### config.mk
export PLATFORM = sky130hd
export DESIGN_NAME = receipt_ctrl
export DESIGN_NICKNAME = d
export VERILOG_FILES = /design/src/rtl/receipt_ctrl.sv
export SDC_FILE = /design/constraint.sdc
export NUM_CORES = 1
export LEC_CHECK = 0
export ABC_AREA = 1
export CORE_MARGIN = 4
export CORE_UTILIZATION = 43
export CTS_CLUSTER_DIAMETER = 100
export DETAILED_ROUTE_END_ITERATION = 7
export MAX_ROUTING_LAYER = met4
export PLACE_DENSITY = 0.8
export SLEW_MARGIN = 30
export SYNTH_ARGS = -nofsm -noshare
export SYNTH_HDL_FRONTEND = slang
export SYNTH_SLANG_ARGS = --single-unit
### constraint.sdc
create_clock -name clk -period 1.99 [get_ports clk]
set_input_delay 0.398 -clock clk [delete_from_list [all_inputs] [get_ports clk]]
set_output_delay 0.398 -clock clk [all_outputs]
set_load 0.01 [all_outputs]
### src/rtl/receipt_ctrl.sv
// rtl/receipt_ctrl.sv - receipt RAM sequencer: appends bytes, streams them out on print, then empties.
// Optional RECEIPT_CHECKSUM_EN appends a mod-256 sum byte after the data bytes.
module receipt_ctrl #(
  parameter int AW    = 4,
  parameter int DW    = 8,
  parameter int DEPTH = 16
) (
  input  logic          clk,
  input  logic          rst,
  input  logic          add_valid,
  input  logic [DW-1:0] add_data,
  output logic          add_ready,
  input  logic          print_start,
  input  logic          clear,
  output logic [AW-1:0] ram_addr,
  output logic [DW-1:0] ram_wdata,
  output logic          ram_write,
  input  logic [DW-1:0] ram_rdata,
  output logic          out_valid,
  output logic [DW-1:0] out_data,
  input  logic          out_ready,
  output logic [AW:0]   count,
  output logic          full,
  output logic          empty,
  output logic          busy,
  output logic          done
);

`ifdef RECEIPT_CHECKSUM_EN
  typedef enum logic [2:0] {S_IDLE, S_ISSUE, S_LATCH, S_PRESENT, S_DONE, S_CSUM} state_t;
`else
  typedef enum logic [2:0] {S_IDLE, S_ISSUE, S_LATCH, S_PRESENT, S_DONE} state_t;
`endif

  state_t        r_state;
  state_t        w_next_state;
  logic [AW:0]   r_count;
  logic [AW-1:0] r_rd_ptr;
  logic [DW-1:0] r_out_data;
  logic          w_full;
  logic          w_last;
  logic          w_add_fire;
`ifdef RECEIPT_CHECKSUM_EN
  logic [DW-1:0] r_sum;
`endif

  assign w_full = (r_count == (AW+1)'(DEPTH));
  // Last byte when the next read pointer would reach the stored count.
  assign w_last = (({1'b0, r_rd_ptr} + (AW+1)'(1)) >= r_count);

  always_ff @(posedge clk) begin
    if (rst) r_state <= S_IDLE;
    else     r_state <= w_next_state;
  end

  always_comb begin
    w_next_state = r_state;
    add_ready    = 1'b0;
    w_add_fire   = 1'b0;
    ram_write    = 1'b0;
    ram_addr     = r_rd_ptr;
    ram_wdata    = add_data;
    case (r_state)
      S_IDLE: begin
        ram_addr   = r_count[AW-1:0];
        add_ready  = !w_full && !print_start && !clear;
        w_add_fire = add_valid && !w_full && !print_start && !clear;
        ram_write  = w_add_fire;
        if (print_start) w_next_state = (r_count != '0) ? S_ISSUE : S_DONE;
      end
      S_ISSUE: w_next_state = S_LATCH;
      S_LATCH: w_next_state = S_PRESENT;
      S_PRESENT: begin
        if (out_ready) begin
          if (!w_last) w_next_state = S_ISSUE;
`ifdef RECEIPT_CHECKSUM_EN
          else         w_next_state = S_CSUM;
`else
          else         w_next_state = S_DONE;
`endif
        end
      end
`ifdef RECEIPT_CHECKSUM_EN
      S_CSUM: if (out_ready) w_next_state = S_DONE;
`endif
      S_DONE: w_next_state = S_IDLE;
      default: w_next_state = S_IDLE;
    endcase
  end

  always_ff @(posedge clk) begin
    if (rst) begin
      r_count    <= '0;
      r_rd_ptr   <= '0;
      r_out_data <= '0;
`ifdef RECEIPT_CHECKSUM_EN
      r_sum      <= '0;
`endif
    end else begin
      case (r_state)
        S_IDLE: begin
          if (print_start) begin
            r_rd_ptr <= '0;
          end else if (clear) begin
            r_count <= '0;
`ifdef RECEIPT_CHECKSUM_EN
            r_sum   <= '0;
`endif
          end else if (w_add_fire) begin
            r_count <= r_count + (AW+1)'(1);
`ifdef RECEIPT_CHECKSUM_EN
            r_sum   <= r_sum + add_data;
`endif
          end
        end
        S_LATCH: r_out_data <= ram_rdata;
        S_PRESENT: begin
          if (out_ready && !w_last) r_rd_ptr <= r_rd_ptr + AW'(1);
`ifdef RECEIPT_CHECKSUM_EN
          if (out_ready && w_last) r_out_data <= r_sum;
`endif
        end
        S_DONE: begin
          r_count  <= '0;
          r_rd_ptr <= '0;
`ifdef RECEIPT_CHECKSUM_EN
          r_sum    <= '0;
`endif
        end
        default: ;
      endcase
    end
  end

`ifdef RECEIPT_CHECKSUM_EN
  assign out_valid = (r_state == S_PRESENT) || (r_state == S_CSUM);
`else
  assign out_valid = (r_state == S_PRESENT);
`endif
  assign out_data = r_out_data;
  assign count    = r_count;
  assign full     = w_full;
  assign empty    = (r_count == '0);
  assign busy     = (r_state != S_IDLE);
  assign done     = (r_state == S_DONE);

endmodule

==> results of run 1 <==
sequential cells by signal, summed over array words and instances (netlist names):
signal / flops
r_rd_ptr: 4
out_data: 8
r_state: 3
count: 5
logic make-up (layout without fill, tap and decap cells):
group	Yosys count	in the layout
adder cells (fa/ha/maj)	8	8
AND/OR/NAND/NOR	93	93
AO/OA/AOI/OAI	27	27
buffers and inverters	33	80
XOR/XNOR	3	3
flip-flops	20	20
through the flow:
| stage | TNS [ns] | hold slack (ns) | utilization (%) | worst slack, ns | instance area [um^2] |
|---|---|---|---|---|---|
| global route | 0 | 0.517 | 64.2 | 0.0171 | 1820 |
| CTS | 0 | 0.498 | 63.6 | 0.00876 | 1800 |
| finish | 0 | 0.496 | 64.2 | 0.106 | 1820 |
| floorplan | 0 | 0.454 | - | 0.298 | 1310 |
| global placement | -0.377 | 0.462 | 61.6 | -0.217 | 1740 |
| detailed placement | -0.420 | 0.473 | 61.6 | -0.231 | 1740 |
critical path: cells and delay by family (launching register included):
kind | cells | cell delay [ns]
buffers and inverters | 2 | 0.63
flip-flops | 1 | 0.40
AND/OR/NAND/NOR | 1 | 0.13
cell usage in the layout, fill, tap and decap left out, types with 2 or more instances in the layout:
cell type / n
a21oi_1: 10
clkdlybuf4s50_1: 27
inv_2: 5
xor2_1: 3
nor2_4: 5
dlygate4sd2_1: 7
dfxtp_1: 13
buf_4: 16
nor2_1: 23
ha_1: 8
nand3_1: 13
nand4_1: 6
inv_1: 18
nand2_1: 34
nand3_2: 2
dfxtp_2: 7
nand2_2: 4
nand2_4: 3
o21ai_0: 13
clkbuf_4: 3
cell type report:
type,instances,area [um^2],area share (%)
sequential,20,409,22.5
multi-input combinational,131,766,42.2
tap,31,38.8,2.14
timing repair buffer,53,479,26.4
inverter,23,86.3,4.76
clock buffer,4,36.3,2.00
power groups by stage:
stage,combinational (mW),sequential (mW),clock [mW]
4_1_cts,1.35,0.580,0.254
2_1_floorplan,0.737,0.633,0
5_1_grt,1.50,0.597,0.275
3_5_place_dp,1.34,0.583,0
3_3_place_gp,1.31,0.580,0
6_report,1.35,0.584,0.253
metal layers:
layer | routed length (um) | share of wire, % | track usage, % | vias to the layer above
li1 | - | - | - | 685
met1 | 1380 | 43 | 19.5 | 603
met2 | 1550 | 49 | 29.8 | 43
met3 | 220 | 6.9 | 3.91 | 5
met4 | 40 | 1.3 | 6.74 | 0
met5 | 0 | 0 | - | -
worst min path at each step:
stage                                        start  depth (start not counted)                        to  slack (ns)
after floorplan           r_rd_ptr[3]$_SDFFE_PP0P_                          2  r_rd_ptr[3]$_SDFFE_PP0P_        0.45
after global placement    out_data[6]$_SDFFE_PP0P_                          2  out_data[6]$_SDFFE_PP0P_        0.46
after detailed placement  out_data[6]$_SDFFE_PP0P_                          2  out_data[6]$_SDFFE_PP0P_        0.47
after CTS                 out_data[6]$_SDFFE_PP0P_                          2  out_data[6]$_SDFFE_PP0P_        0.50
after global routing      r_rd_ptr[1]$_SDFFE_PP0P_                          2  r_rd_ptr[1]$_SDFFE_PP0P_        0.52
final                     out_data[6]$_SDFFE_PP0P_                          2  out_data[6]$_SDFFE_PP0P_        0.50
repair_timing:
item | in CTS | in global routing
endpoints found under the setup margin | 10 | 7
gates resized for setup | 16 | 10
hold buffers | 0 | 0
pin swaps | 3 | 1
buffers inserted | 3 | 1
==> impl_metrics.env, run 1 <==
export IMPL_rr_worst_depth=11
export IMPL_htreeDepth=1
export IMPL_ant_nets=0
export IMPL_fillers=264
export IMPL_rrSetupSlack_ns=0.24
export IMPL_synth_common_cells="nand2_1 (34), nor2_1 (23), dfxtp_1 (20), inv_1 (20)"
export IMPL_muxShareOfSynthArea_pct=0
export IMPL_cp_slowest_cell="clkdlybuf4s50_1"
export IMPL_grt_pass1_wl_mm=5.53
export IMPL_cts_buffer_depth=2
export IMPL_io_buffers=37
export IMPL_pwr_share_comb_pct=61.8
export IMPL_fin_nets=262
export IMPL_drc=0
export IMPL_synth_edf_count=0
export IMPL_root_buffer="clkbuf_4"
export IMPL_hp_class="reg2reg"
export IMPL_synth_top_area_share_pct=30.5
export IMPL_io_pins=54
export IMPL_post_synth_top_count_cell="nand2_1"
export IMPL_slew_headroom_pct=83.6
export IMPL_cp_max_fo=10
export IMPL_arrival_ns=1.49
export IMPL_crit_start="r_state[1]$_SDFFE_PP0P_"
export IMPL_syn_num_nets=214
export IMPL_synthAdderAreaFrac_pct=7.63
export IMPL_yosys_area_share_simple_pct=36.5
export IMPL_fin_total_pwr_mw=2.19
export IMPL_fin_crit_sh_pct=94.7
export IMPL_post_dp_hpwl_mm=2.54
export IMPL_timing_rr_start="r_rd_ptr[0]$_SDFFE_PP0P_"
export IMPL_antennaDiodeCount=0
export IMPL_grtUsageTotal_pct=17.3
export IMPL_dr_pass1_iters=4
export IMPL_synth_avg_cell_area_um2=7.13
export IMPL_hold_violations=0
export IMPL_dieHeight_um=63.2
export IMPL_worstSetupPathType="reg2out"
export IMPL_min_period_ns=1.88
export IMPL_clock_latency_ns=0.32
export IMPL_startpoint_type="register"
export IMPL_critPathCaptureType="primary output"
export IMPL_ys_flop_type="dfxtp_1"
export IMPL_path_clk_slew_ns=0.13
export IMPL_clock_sinks=20
export IMPL_numCtsBuffers=3
export IMPL_cts_tree="yes"
export IMPL_r2r_end="r_rd_ptr[0]$_SDFFE_PP0P_"
export IMPL_setup_viol=0
export IMPL_syn2layout_area_growth_pct=38.5
export IMPL_worstPathCellList="inv_2 > nand2_4 > clkdlybuf4s50_1"
export IMPL_place_gp_congestion=0.826
export IMPL_dp_cells=254
export IMPL_yosys_area_top_type="dfxtp_1"
export IMPL_power_share_switching_pct=44.1
export IMPL_avgRoutedWirePerCell_um=12.2
export IMPL_rows=19
export IMPL_final_cells=262
export IMPL_synth_top_family_by_area="simple AND/OR/NAND/NOR gates"
export IMPL_num_vias=1336
export IMPL_fmax_mhz=531
export IMPL_synth_compound_area_share_pct=11.5
export IMPL_crit_path_max_incr_delay_ns=0.55
export IMPL_synth_xor_area_share_pct=2.00
export IMPL_clock_skew_ns=0.0104
export IMPL_p_sw_uw=966
export IMPL_die_area_um2=4000
export IMPL_synth_cell_types=24
export IMPL_ys_seq_elements=20
export IMPL_tightest_slew_ns=0.245
export IMPL_antenna_found_initial=0
export IMPL_critPathRequiredTime_ns=1.59
export IMPL_leakage_nw=0.829
export IMPL_yosys_warnings=0
export IMPL_syn_inst=184
export IMPL_via_per_inst=5.10
export IMPL_cp_endpoint="busy"
export IMPL_synthArstFlopShare_pct=0
export IMPL_rsz0062_at_grt="false"
export IMPL_cap_violations=0
export IMPL_drive_above_1_share_pct=22.1
export IMPL_synth_area_leaders="dfxtp_1 (31%), nand2_1 (9.7%), ha_1 (7.6%)"
export IMPL_slew_violations=0
export IMPL_ir_drop_mv=0.592
export IMPL_die_w_um=63.2
export IMPL_grt_pass1_vias=1274
export IMPL_yosysSeqAreaShare_pct=30.5
export IMPL_grt_max_degree=12
export IMPL_wirelength_mm=3.19
export IMPL_drtIter0Drc=49
export IMPL_core_um2=2830
export IMPL_p_clk_share_pct=11.5
export IMPL_internal_power_mw=1.22
export IMPL_initial_utilization_pct=46.4
export IMPL_status="complete, no violations"
export IMPL_power_per_cell_area_nw_per_um2=1210
export IMPL_grt_overflow_total=0
export IMPL_seqPwrFrac_pct=26.7
export IMPL_syn_cell_area_um2=1310
Power figures use the tool's default switching activity.
==> run 2, diff against run 1 <==
--- a/config.mk
+++ b/config.mk
@@ -7,11 +7,11 @@
 export LEC_CHECK = 0
 export ABC_AREA = 1
 export CORE_MARGIN = 4
-export CORE_UTILIZATION = 43
+export CORE_UTILIZATION = 45
 export CTS_CLUSTER_DIAMETER = 100
 export DETAILED_ROUTE_END_ITERATION = 7
 export MAX_ROUTING_LAYER = met4
-export PLACE_DENSITY = 0.8
+export PLACE_DENSITY = 0.83
 export SLEW_MARGIN = 30
 export SYNTH_ARGS = -nofsm -noshare
 export SYNTH_HDL_FRONTEND = slang
==> constraint.sdc (replaced) <==
create_clock -name clk -period 2.3 [get_ports clk]
set_input_delay 0.46 -clock clk [delete_from_list [all_inputs] [get_ports clk]]
set_output_delay 0.46 -clock clk [all_outputs]
set_load 0.01 [all_outputs]
==> run 2 against run 1 <==
  * Non-clock buffer count is 7 lower
  * Worst hold slack worse by 0.0030 ns
  * Routed wire length shrank 4.5%
  * Via count decreased by 2.2%
  * Clock skew fell by 0.0026 ns
  * Global-route usage increased by 1.2 points
  * Worst setup slack lost 0.058 ns
  * Sequential cell count stayed put
  * Sequential share of layout area rose by 0.40 points
  * Final cell count is 2.7% lower
  * Register-to-register slack gained 0.13 ns
  * Highest routed layer unchanged
==> impl_metrics.env, run 2 (synthesis gave the netlist of run 1 again) <==
export IMPL_drive_above_1_share_pct=16.1
export IMPL_layout_common_cells="nand2_1 (34), clkdlybuf4s50_1 (33), nor2_1 (23)"
export IMPL_min_period_ns=2.25
export IMPL_grt_pass1_wl_mm=5.03
export IMPL_dr_pass1_iters=4
export IMPL_fin_hold_ws_ns=0.493
export IMPL_antenna_found_initial=0
export IMPL_clock_skew_ns=0.00775
export IMPL_io_buffers=37
export IMPL_fin_nets=255
export IMPL_hold_violations=0
export IMPL_num_vias=1307
export IMPL_critPathCaptureType="primary output"
export IMPL_path_clk_slew_ns=0.12
export IMPL_worstSetupPathType="reg2out"
export IMPL_drtIter0Drc=72
export IMPL_die_area_um2=3840
export IMPL_critPathRequiredTime_ns=1.84
export IMPL_startpoint_type="register"
export IMPL_cp_slowest_cell="clkdlybuf4s50_1"
export IMPL_initial_utilization_pct=47.1
export IMPL_top_layer="met4"
export IMPL_grtUsageTotal_pct=18.5
export IMPL_die_w_um=62.0
export IMPL_slew_violations=0
export IMPL_clock_sinks=20
export IMPL_setup_tns_ns=0
export IMPL_layout_setup_ws_ns=0.0479
export IMPL_via_per_inst=5.13
export IMPL_crit_path_max_incr_delay_ns=0.58
export IMPL_ant_nets=0
export IMPL_root_buffer="clkbuf_4"
export IMPL_power_per_cell_area_nw_per_um2=1040
export IMPL_grt_overflow_total=0
export IMPL_htreeDepth=1
export IMPL_slew_headroom_pct=82.6
export IMPL_antennaDiodeCount=0
export IMPL_io_pins=54
export IMPL_largest_reg_flops=8
export IMPL_rows=19
export IMPL_final_common_cell="nand2_1"
export IMPL_drc=0
export IMPL_wl_met1_mm=1.34
export IMPL_place_gp_congestion=0.810
export IMPL_post_cts_setup_buffers=0
export IMPL_tightest_slew_ns=0.260
export IMPL_post_dp_hpwl_mm=2.35
export IMPL_clock_latency_ns=0.32
export IMPL_core_um2=2780
export IMPL_numCtsBuffers=3
export IMPL_grt_max_degree=12
export IMPL_arrival_ns=1.79
export IMPL_cts_hold_buf=0
export IMPL_avgRoutedWirePerCell_um=11.9
export IMPL_grt_pass1_vias=1163
export IMPL_worstPathCellList="nor2_4 > nand2_4 > o21ai_0 > clkdlybuf4s50_1"
export IMPL_dieHeight_um=62.0
export IMPL_cp_max_fo=10
export IMPL_status="complete, no violations"
export IMPL_fmax_mhz=444
export IMPL_met3_length_um=204
export IMPL_hp_class="reg2reg"
export IMPL_rsz0062_at_grt="false"
export IMPL_cts_tree="yes"
export IMPL_fin_total_pwr_mw=1.85
export IMPL_wirelength_mm=3.04
export IMPL_syn2layout_area_growth_pct=35.2
export IMPL_cts_buffer_depth=2
export IMPL_wl_met2_mm=1.43
export IMPL_cts_resized=3
export IMPL_fin_crit_sh_pct=97.9
export IMPL_setup_viol=0
export IMPL_leakage_nw=0.801
export IMPL_pre_cts_slack_ns=0.0128
export IMPL_cap_violations=0
export IMPL_ir_drop_mv=0.742
==> run 2: critical path, delay by kind of cell, from the launching register on <==
family / cells / cell delay [ns]
simple gates: 2 / 0.28
buf+inv: 1 / 0.58
compound gates: 1 / 0.24
flops: 1 / 0.37
==> run 2: area by class of cell <==
type | instances | area (um^2)
clock buffer | 4 | 36.3
tap | 31 | 38.8
timing repair buffer | 46 | 444
fill | 255 | 1010
inverter | 23 | 86.3
multi-input combinational | 131 | 761
sequential | 20 | 407
==> run 2: metrics by stage <==
step	cells	instance area, um^2	utilization, %
global route	255	1770	63.7
finish	255	1770	63.7
floorplan	184	1310	-
global placement	251	1720	61.8
detailed placement	251	1720	61.8
CTS	255	1760	63.3
==> run 2: worst paths after layout <==
| path | from | end | slack, ns | depth (start not counted) |
|---|---|---|---|---|
| worst min register to register | out_data[1]$_SDFFE_PP0P_ | out_data[1]$_SDFFE_PP0P_ | 0.49 | 2 |
| worst min-delay path | out_data[1]$_SDFFE_PP0P_ | out_data[1]$_SDFFE_PP0P_ | 0.49 | 2 |
| worst max-delay path | r_state[0]$_SDFFE_PP0P_ | ram_addr[0] | 0.05 | 4 |
| worst max register to register | r_rd_ptr[0]$_SDFFE_PP0P_ | r_state[0]$_SDFFE_PP0P_ | 0.37 | 12 |
==> run 2: routing by layer <==
layer | vias up | track usage (%)
li1 | 669 | -
met1 | 589 | 21.8
met2 | 40 | 29.6
met3 | 9 | 5.17
met4 | 0 | 7.27
met5 | - | -
==> run 2: power by group <==
| group | total, mW | switching, mW | internal (mW) |
|---|---|---|---|
| Combinational | 1.12 | 0.629 | 0.489 |
| Clock | 0.215 | 0.118 | 0.0969 |
| Sequential | 0.514 | 0.0701 | 0.444 |
==> run 3, diff against run 2 <==
--- a/config.mk
+++ b/config.mk
@@ -7,12 +7,14 @@
 export LEC_CHECK = 0
 export ABC_AREA = 1
 export CORE_MARGIN = 4
-export CORE_UTILIZATION = 45
+export CORE_UTILIZATION = 46
 export CTS_CLUSTER_DIAMETER = 100
+export CTS_CLUSTER_SIZE = 12
 export DETAILED_ROUTE_END_ITERATION = 7
 export MAX_ROUTING_LAYER = met4
-export PLACE_DENSITY = 0.83
+export PLACE_DENSITY = 0.85
 export SLEW_MARGIN = 30
 export SYNTH_ARGS = -nofsm -noshare
 export SYNTH_HDL_FRONTEND = slang
 export SYNTH_SLANG_ARGS = --single-unit
+export TNS_END_PERCENT = 30
==> run 3 against run 2 <==
  * Register-to-register slack got worse by 0.02 ns
  * Global-route usage is 1.1 points higher
  * Sequential power fell by 1%
  * Worst hold slack gained 0.0015 ns
  * Total power rose by 0.75%
  * Maximum frequency is 2.4% higher
  * Utilization rose by 1.4 points
  * Non-clock buffer count increased by 4
  * Largest cell class unchanged
==> impl_metrics.env, run 3 (synthesis gave the netlist of run 1 again) <==
export IMPL_status="complete, no violations"
export IMPL_initial_utilization_pct=48.0
export IMPL_io_buffers=37
export IMPL_numCtsBuffers=3
export IMPL_slew_headroom_pct=81.1
export IMPL_critPathRequiredTime_ns=1.84
export IMPL_dieHeight_um=61.4
export IMPL_layout_setup_ws_ns=0.0998
export IMPL_worstSetupPathType="reg2out"
export IMPL_cts_hold_buf=0
export IMPL_die_area_um2=3770
export IMPL_core_um2=2730
export IMPL_pre_cts_slack_ns=-0.00204
export IMPL_drtIter0Drc=49
export IMPL_drive_above_1_share_pct=16.7
export IMPL_post_route_util_pct=65.2
export IMPL_io_pins=54
export IMPL_num_vias=1308
export IMPL_hp_class="reg2reg"
export IMPL_via_per_inst=5.07
export IMPL_fin_crit_sh_pct=95.7
export IMPL_root_buffer="clkbuf_4"
export IMPL_grt_overflow_total=0
export IMPL_rr_worst_depth=12
export IMPL_fmax_mhz=454
export IMPL_slew_violations=0
export IMPL_cts_tree="yes"
export IMPL_min_period_ns=2.20
export IMPL_tightest_slew_ns=0.283
export IMPL_timing_rr_start="r_rd_ptr[0]$_SDFFE_PP0P_"
export IMPL_htreeDepth=1
export IMPL_r2r_end="r_state[0]$_SDFFE_PP0P_"
export IMPL_clock_latency_ns=0.30
export IMPL_grt_pass1_vias=1291
export IMPL_leakage_nw=0.787
export IMPL_post_dp_hpwl_mm=2.46
export IMPL_dr_pass1_iters=4
export IMPL_rrSetupSlack_ns=0.35
export IMPL_rsz0062_at_grt="false"
export IMPL_crit_start="r_state[2]$_SDFFE_PP0P_"
export IMPL_cp_endpoint="ram_addr[0]"
export IMPL_clock_skew_ns=0.00872
export IMPL_cap_violations=0
export IMPL_ir_drop_mv=0.791
export IMPL_grt_max_degree=11
export IMPL_largest_reg_flops=8
export IMPL_grt_pass1_wl_mm=5.36
export IMPL_cp_max_fo=10
export IMPL_clock_sinks=20
export IMPL_power_per_cell_area_nw_per_um2=1040
export IMPL_ant_nets=0
export IMPL_drc=0
export IMPL_critPathCaptureType="primary output"
export IMPL_place_gp_congestion=0.823
export IMPL_antennaDiodeCount=0
export IMPL_rows=19
export IMPL_startpoint_type="register"
export IMPL_hold_path_startpoint="out_data[7]$_SDFFE_PP0P_"
export IMPL_avgRoutedWirePerCell_um=12.1
export IMPL_final_common_cell="clkdlybuf4s50_1"
export IMPL_fin_nets=259
export IMPL_cts_buffer_depth=2
export IMPL_path_clk_slew_ns=0.11
export IMPL_grtUsageTotal_pct=19.6
export IMPL_hold_violations=0
export IMPL_wirelength_mm=3.12
export IMPL_syn2layout_area_growth_pct=35.9
export IMPL_antenna_found_initial=0
export IMPL_die_w_um=61.4
export IMPL_arrival_ns=1.74
export IMPL_layout_common_cells="clkdlybuf4s50_1 (35), nand2_1 (34), nor2_1 (23)"
export IMPL_setup_viol=0
-- run 3: cell count changes in the layout (fill, tap and decap cells not counted), sizes merged --
cell | previous run | this run
buf | 9 | 13
clkdlybuf4s50 | 33 | 35
dlymetal6s2s | 3 | 1
clkbuf | 4 | 3
-- run 3: how the worst min path moves through the flow --
stage | endpoint | slack (ns) | cells after the start
final | out_data[7]$_SDFFE_PP0P_ | 0.49 | 2
after global routing | out_data[4]$_SDFFE_PP0P_ | 0.52 | 2
after CTS | out_data[4]$_SDFFE_PP0P_ | 0.49 | 2
after detailed placement | out_data[4]$_SDFFE_PP0P_ | 0.47 | 2
after global placement | out_data[4]$_SDFFE_PP0P_ | 0.46 | 2
after floorplan | r_rd_ptr[3]$_SDFFE_PP0P_ | 0.45 | 2
-- run 3: layout make-up --
type,instances,area (um^2)
multi-input combinational,131,761
sequential,20,404
clock buffer,3,22.5
timing repair buffer,50,469
fill,236,952
tap,31,38.8
inverter,23,86.3
-- run 3: layer usage --
metal | global-route usage [%] | wire length, um
met5 | - | 0
met4 | 8.79 | 47
met3 | 3.56 | 179
met2 | 33.1 | 1500
met1 | 22.5 | 1390
-- run 3: worst max-delay path: stages, from the launching register on --
cell and delay, ns:
dfxtp_4 0.39, nor2_4 0.17, nand2_4 0.11, o21ai_0 0.21
clkdlybuf4s50_1 0.57
-- run 3: stage by stage --
| stage | instance area, um^2 | TNS [ns] | hold WS (ns) | instances | power, mW |
|---|---|---|---|---|---|
| 6_report | 1780 | 0 | 0.495 | 258 | 1.86 |
| 5_1_grt | 1780 | 0 | 0.517 | 258 | 2.02 |
| 4_1_cts | 1750 | 0 | 0.494 | 255 | 1.81 |
| 3_5_place_dp | 1730 | -0.00204 | 0.472 | 252 | 1.64 |
| 3_3_place_gp | 1730 | 0 | 0.462 | 252 | 1.62 |
| 2_1_floorplan | 1310 | 0 | 0.454 | 184 | 1.19 |
-- run 3: report_power, final --
group	total, mW	switching (mW)	internal (mW)
clock	0.165	0.104	0.0611
combinational	1.19	0.648	0.541
sequential	0.507	0.0684	0.439
total	1.86	0.820	1.04
-- run 3: timing repair --
action | 4_1_cts | 5_1_grt
pin swaps | 0 | 3
endpoints found under the setup margin | 1 | 4
resized for setup | 1 | 5
buffers inserted | 0 | 3
